--- src/rtl/inst_fetch_bridge.sv ---
// Instruction fetch bridge: turns the fetch-stage pc/ce request into a single
// SRAM-like bus transaction, stalls fetch until the word arrives, holds the
// word while the pipeline is stalled, and drops data belonging to a
// redirected (flushed) fetch.
//
// state | meaning
// ------+--------------------------------------------------------------
// IDLE  | nothing requested yet, waiting for ce after reset
// REQ   | request presented on the bus, waiting for addr_ok
// WAIT  | request accepted, waiting for data_ok
// HOLD  | instruction word held on inst_o until the pipeline takes it
module inst_fetch_bridge #(
  parameter int WIDTH    = 32,
  parameter int KSEG_MAP = 1
) (
  input  logic             clk,
  input  logic             rst,
  input  logic [WIDTH-1:0] pc,
  input  logic             ce,
  input  logic             stall_ext,
  input  logic             flush,
  output logic             stall_fetch,
  output logic [WIDTH-1:0] inst_o,
  output logic             inst_valid,
  output logic             inst_req,
  output logic [WIDTH-1:0] inst_addr,
  input  logic             inst_addr_ok,
  input  logic             inst_data_ok,
  input  logic [WIDTH-1:0] inst_rdata
);

  typedef enum logic [1:0] {
    IDLE = 2'd0,
    REQ  = 2'd1,
    WAIT = 2'd2,
    HOLD = 2'd3
  } state_t;

  state_t           state;
  logic             discard;
  logic             pend;
  logic [WIDTH-1:0] addr_lat;
  logic [WIDTH-1:0] pc_phys;

  // kseg0/kseg1 (top bits 10x) fold onto the low 512 MB physical window
  always_comb begin
    pc_phys = pc;
    if ((KSEG_MAP != 0) && (pc[WIDTH-1 -: 2] == 2'b10)) begin
      pc_phys[WIDTH-1 -: 3] = 3'b000;
    end
  end

  // Once the request has been presented, the latched copy keeps the address
  // stable even if the PC register moves underneath it.
  assign inst_req    = (state == REQ);
  assign inst_addr   = (state == REQ) ? (pend ? addr_lat : pc_phys) : '0;
  assign inst_valid  = (state == HOLD) & ~flush;
  // Gated by reset so every output reads zero while reset is held.
  assign stall_fetch = rst & ce & (state != HOLD) & ~flush;

  // Fetch sequencing: one outstanding transaction, stale data dropped on flush
  always_ff @(posedge clk or negedge rst) begin
    if (!rst) begin
      state    <= IDLE;
      discard  <= 1'b0;
      pend     <= 1'b0;
      addr_lat <= '0;
      inst_o   <= '0;
    end else begin
      case (state)
        IDLE: begin
          if (ce) state <= REQ;
        end
        REQ: begin
          if (flush) discard <= 1'b1;
          if (inst_addr_ok) begin
            pend  <= 1'b0;
            state <= WAIT;
          end else if (!pend) begin
            pend     <= 1'b1;
            addr_lat <= pc_phys;
          end
        end
        WAIT: begin
          if (inst_data_ok) begin
            if (discard || flush) begin
              // data belongs to the pre-redirect PC; refetch at the new one
              discard <= 1'b0;
              state   <= REQ;
            end else begin
              inst_o <= inst_rdata;
              state  <= HOLD;
            end
          end else if (flush) begin
            discard <= 1'b1;
          end
        end
        HOLD: begin
          if (flush || !stall_ext) state <= REQ;
        end
        default: state <= IDLE;
      endcase
    end
  end

endmodule

--- config.mk ---
export PLATFORM = sky130hd
export DESIGN_NAME = inst_fetch_bridge
export DESIGN_NICKNAME = d
export VERILOG_FILES = /design/src/rtl/inst_fetch_bridge.sv
export SDC_FILE = /design/constraint.sdc
export NUM_CORES = 1
export LEC_CHECK = 0
export BUFFER_PORTS_ARGS = -buffer_cell sky130_fd_sc_hd__buf_2
export CAP_MARGIN = 15
export CORE_UTILIZATION = 30
export CTS_BUF_LIST = sky130_fd_sc_hd__clkbuf_16
export DETAILED_ROUTE_END_ITERATION = 16
export PLACE_DENSITY = 0.57
export SLEW_MARGIN = 20
export SYNTH_ARGS = -nofsm -noshare
export SYNTH_HDL_FRONTEND = slang
export SYNTH_SLANG_ARGS = --single-unit
export TNS_END_PERCENT = 100
--- constraint.sdc ---
create_clock -name clk -period 2 [get_ports clk]
set_input_delay 0.4 -clock clk [delete_from_list [all_inputs] [get_ports clk]]
set_output_delay 0.4 -clock clk [all_outputs]
set_load 0.01 [all_outputs]
==> metrics.csv <==
stage,metric,value,unit
worst_setup_path,max_stage_delay,0.38,ns
yosys,synth_flop_cell,dfrtp_1,
clocking,htreeDepth,3,
worst_setup_path,cp-start-kind,register,
timing,fin_tns_setup,0,ns
final_layout,syn_to_final_growth,35.44,%
timing,drv_slew,0,
final_layout,fin_util,0.4177,
pwr,p_switching,2.112,mW
pwr,powerDensity,1462,nW/um^2
die,fp.dieH,107.6,um
drt,detail_route.first_pass.iterations,4,
yosys,ys_seq_area_frac,0.5090,
global_route,grt_usage,0.1253,
global_route,antenna_found_initial,0,
worst_setup_path,crit_chain,buf_12 -> mux2i_1 -> nor2b_1 -> buf_2,
yosys,avgSynthCellArea,13.76,um^2
clocking,cts_setup_buffers,0,
yosys,ys.warnings.count,0,
clocking,ctsHoldBuffers,0,
die,start_util,0.3084,
yosys,synth_edf_count,0,
final_layout,fin_nets,460,
timing,slew_headroom,0.4298,
clocking,cts-root-buf,clkbuf_16,
die,coreArea,10840,um^2
pwr,vdd_drop_max,0.0006161,V
timing,fin_skew,0.007502,ns
yosys,synth-seq-cells,68,
drt,wl_per_cell,13.80,um
timing,fin_crit_sh,0.9536,
worst_setup_path,end_kind,output pin,
worst_setup_path,worstPathArrival,1.51,ns
final_layout,antenna_cells,0,
drt,ant_nets,0,
pwr,power_frac_comb,0.443,
status,status,finished clean,
timing,rsz0062_at_grt,no,
pwr,intPower,4.508,mW
clocking,cts_made_buffers,9,
yosys,synth-async-reset-ratio,1.000,
worst_setup_path,cp.required,1.60,ns
drt,wl,7271,um
global_route,grt_pass1_wl,11060,um
run,cap_violations,0,
timing,fin_hold_ws,0.2993,ns
pwr,seqPwrFrac,0.335,
clocking,clk_pin_slew,0.05,ns
drt,via_per_inst,4.425,
timing,worst_pin_slew,0.8553,ns
drt,drtIter0Drc,62,
yosys,synth_nets,319,
place,dp_hpwl,5034,um
timing,fmax,524.4,MHz
clocking,clock_latency,0.32,ns
pwr,finalPower,6.620,mW
worst_setup_path,crit_buf_inv,2,
worst_setup_path,path_max_fanout,34,
worst_setup_path,critPathSlowestCell,dfrtp_2,
clocking,clockBufferDepth,2,
die,dieArea,11570,um^2
worst_setup_path,critPathKind,register to output pin,
pwr,clkPwrFrac,0.222,
worst_setup_path,critPathTopFamily,buffers and inverters,
yosys,ys_types,23,
clocking,cts_tree,done,
global_route,grt_overflow,0,
die,fp.dieW,107.6,um
timing,hold_viol,0,
die,ios,138,
global_route,grt_pass1_vias,2223,
die,rows,38,
drt,drcViolationCount,0,
final_layout,layout-drive-gt1-share,0.5814,
min_path,hp-class,input port to asynchronous set/reset pin,
global_route,grt_max_degree,69,
timing,period_needed,1.907,ns
yosys,synth_area,3343,um^2
place,place.gp.congestion,0.7366,
clocking,clkSinkCount,68,
pwr,p_leak,2.424,nW
yosys,syn_inst,243,
timing,setup_viol,0,
place,port_buffers,137,
drt,vias,2332,
pwr,swShare,0.3191,
-- sequential cells by signal (all words and copies together), names as in the netlist --
register	cells
pend	1
discard	1
inst_o	32
addr_lat	32
state	2
-- cells in the mapped netlist (2+ instances only) --
cell      instances  area [um^2]
dfrtp_1          68         1702
mux2_2           36        405.4
mux2i_1          32        320.3
nor2b_1          31        193.9
mux2_4           26        390.4
nand2_1           7        26.28
buf_2             6        30.03
o21ai_0           6        30.03
buf_6             5        56.30
ha_1              5        62.56
inv_1             5        18.77
clkbuf_1          3        11.26
nand2b_1          2        12.51
o21a_1            2        15.01
-- worst register-to-register path, cell delays in order (launching register included) --
cell	delay (ns)
dfrtp_1	0.40
inv_2	0.11
ha_4	0.18
or3b_2	0.52
buf_12	0.20
mux2_4	0.33
-- layout by cell type (no fill, tap or decap), drive strengths merged, types with 2 or more instances in the layout --
cell type / synthesis / layout
buf: 11 / 143
ha: 5 / 5
nor3: 2 / 2
dfrtp: 68 / 68
clkbuf: 3 / 10
inv: 5 / 7
nand2b: 2 / 2
clkinv: 0 / 2
o21a: 2 / 2
nand2: 7 / 7
mux2: 62 / 62
nor2b: 31 / 31
o21ai: 6 / 6
mux2i: 32 / 32
-- logic make-up (layout without fill, tap and decap cells) --
kind of cell | Yosys count | count (layout) | share of synthesized area
flip-flops | 68 | 68 | 0.5090
AND/OR/NAND/NOR | 46 | 46 | 0.08309
multiplexers | 94 | 94 | 0.3338
adder cells (fa/ha/maj) | 5 | 5 | 0.01871
AO/OA/AOI/OAI | 11 | 11 | 0.02059
buffers and inverters | 19 | 163 | 0.03480
-- per-layer routing --
metal,share of wire,wire (um),vias up,GRT usage
li1,-,-,1117,-
met1,0.46,3313,1137,0.1636
met2,0.48,3468,71,0.1996
met3,0.056,408,7,0.02906
met4,0.011,79,0,0.04990
met5,0,0,-,0
-- stage by stage --
stage	std cells	worst slack [ns]	cell area (um^2)
final	527	0.09289	4528
after global routing	527	0.02614	4528
after detailed placement	512	0.1486	4199
after global placement	512	0.1909	4199
after floorplan	243	0.2062	3343
after CTS	526	0.0005745	4487
-- power groups by stage --
stage	logic (mW)	clock network, mW	registers [mW]
after floorplan	1.92	0	2.24
after global placement	2.76	0	2.22
after detailed placement	2.81	0	2.23
final	2.93	1.47	2.22
after CTS	2.86	1.52	2.21
after global routing	3.19	1.57	2.29
-- cell type report --
type | instances | area, um^2
Clock buffer | 9 | 225.2
Fill cell | 1065 | 6312
Inverter | 5 | 18.77
Sequential cell | 68 | 1703
Multi-Input combinational cell | 156 | 1550
Tap cell | 140 | 175.2
Timing Repair Buffer | 144 | 808.3
Clock inverter | 5 | 47.55
-- worst paths after layout --
kind / startpoint / to / slack (ns) / cells past startpoint
max: pend / inst_addr[18] / 0.09 / 4
min: rst / state[0] / 0.30 / 2
max reg2reg: state[1] / addr_lat[16] / 0.14 / 5
min reg2reg: inst_o[15] / inst_o[15] / 0.50 / 1
max in group asynchronous: rst / pend / 1.12 / 2
min in group clk: inst_rdata[27] / inst_o[27] / 0.31 / 2
-- repair_timing --
item / in CTS / in global routing
resized for setup: 4 / 5
pin swaps: 0 / 0
gates cloned: 0 / 1
endpoints found under the setup margin: 32 / 30
No activity file was read; power rests on OpenSTA's default activity.
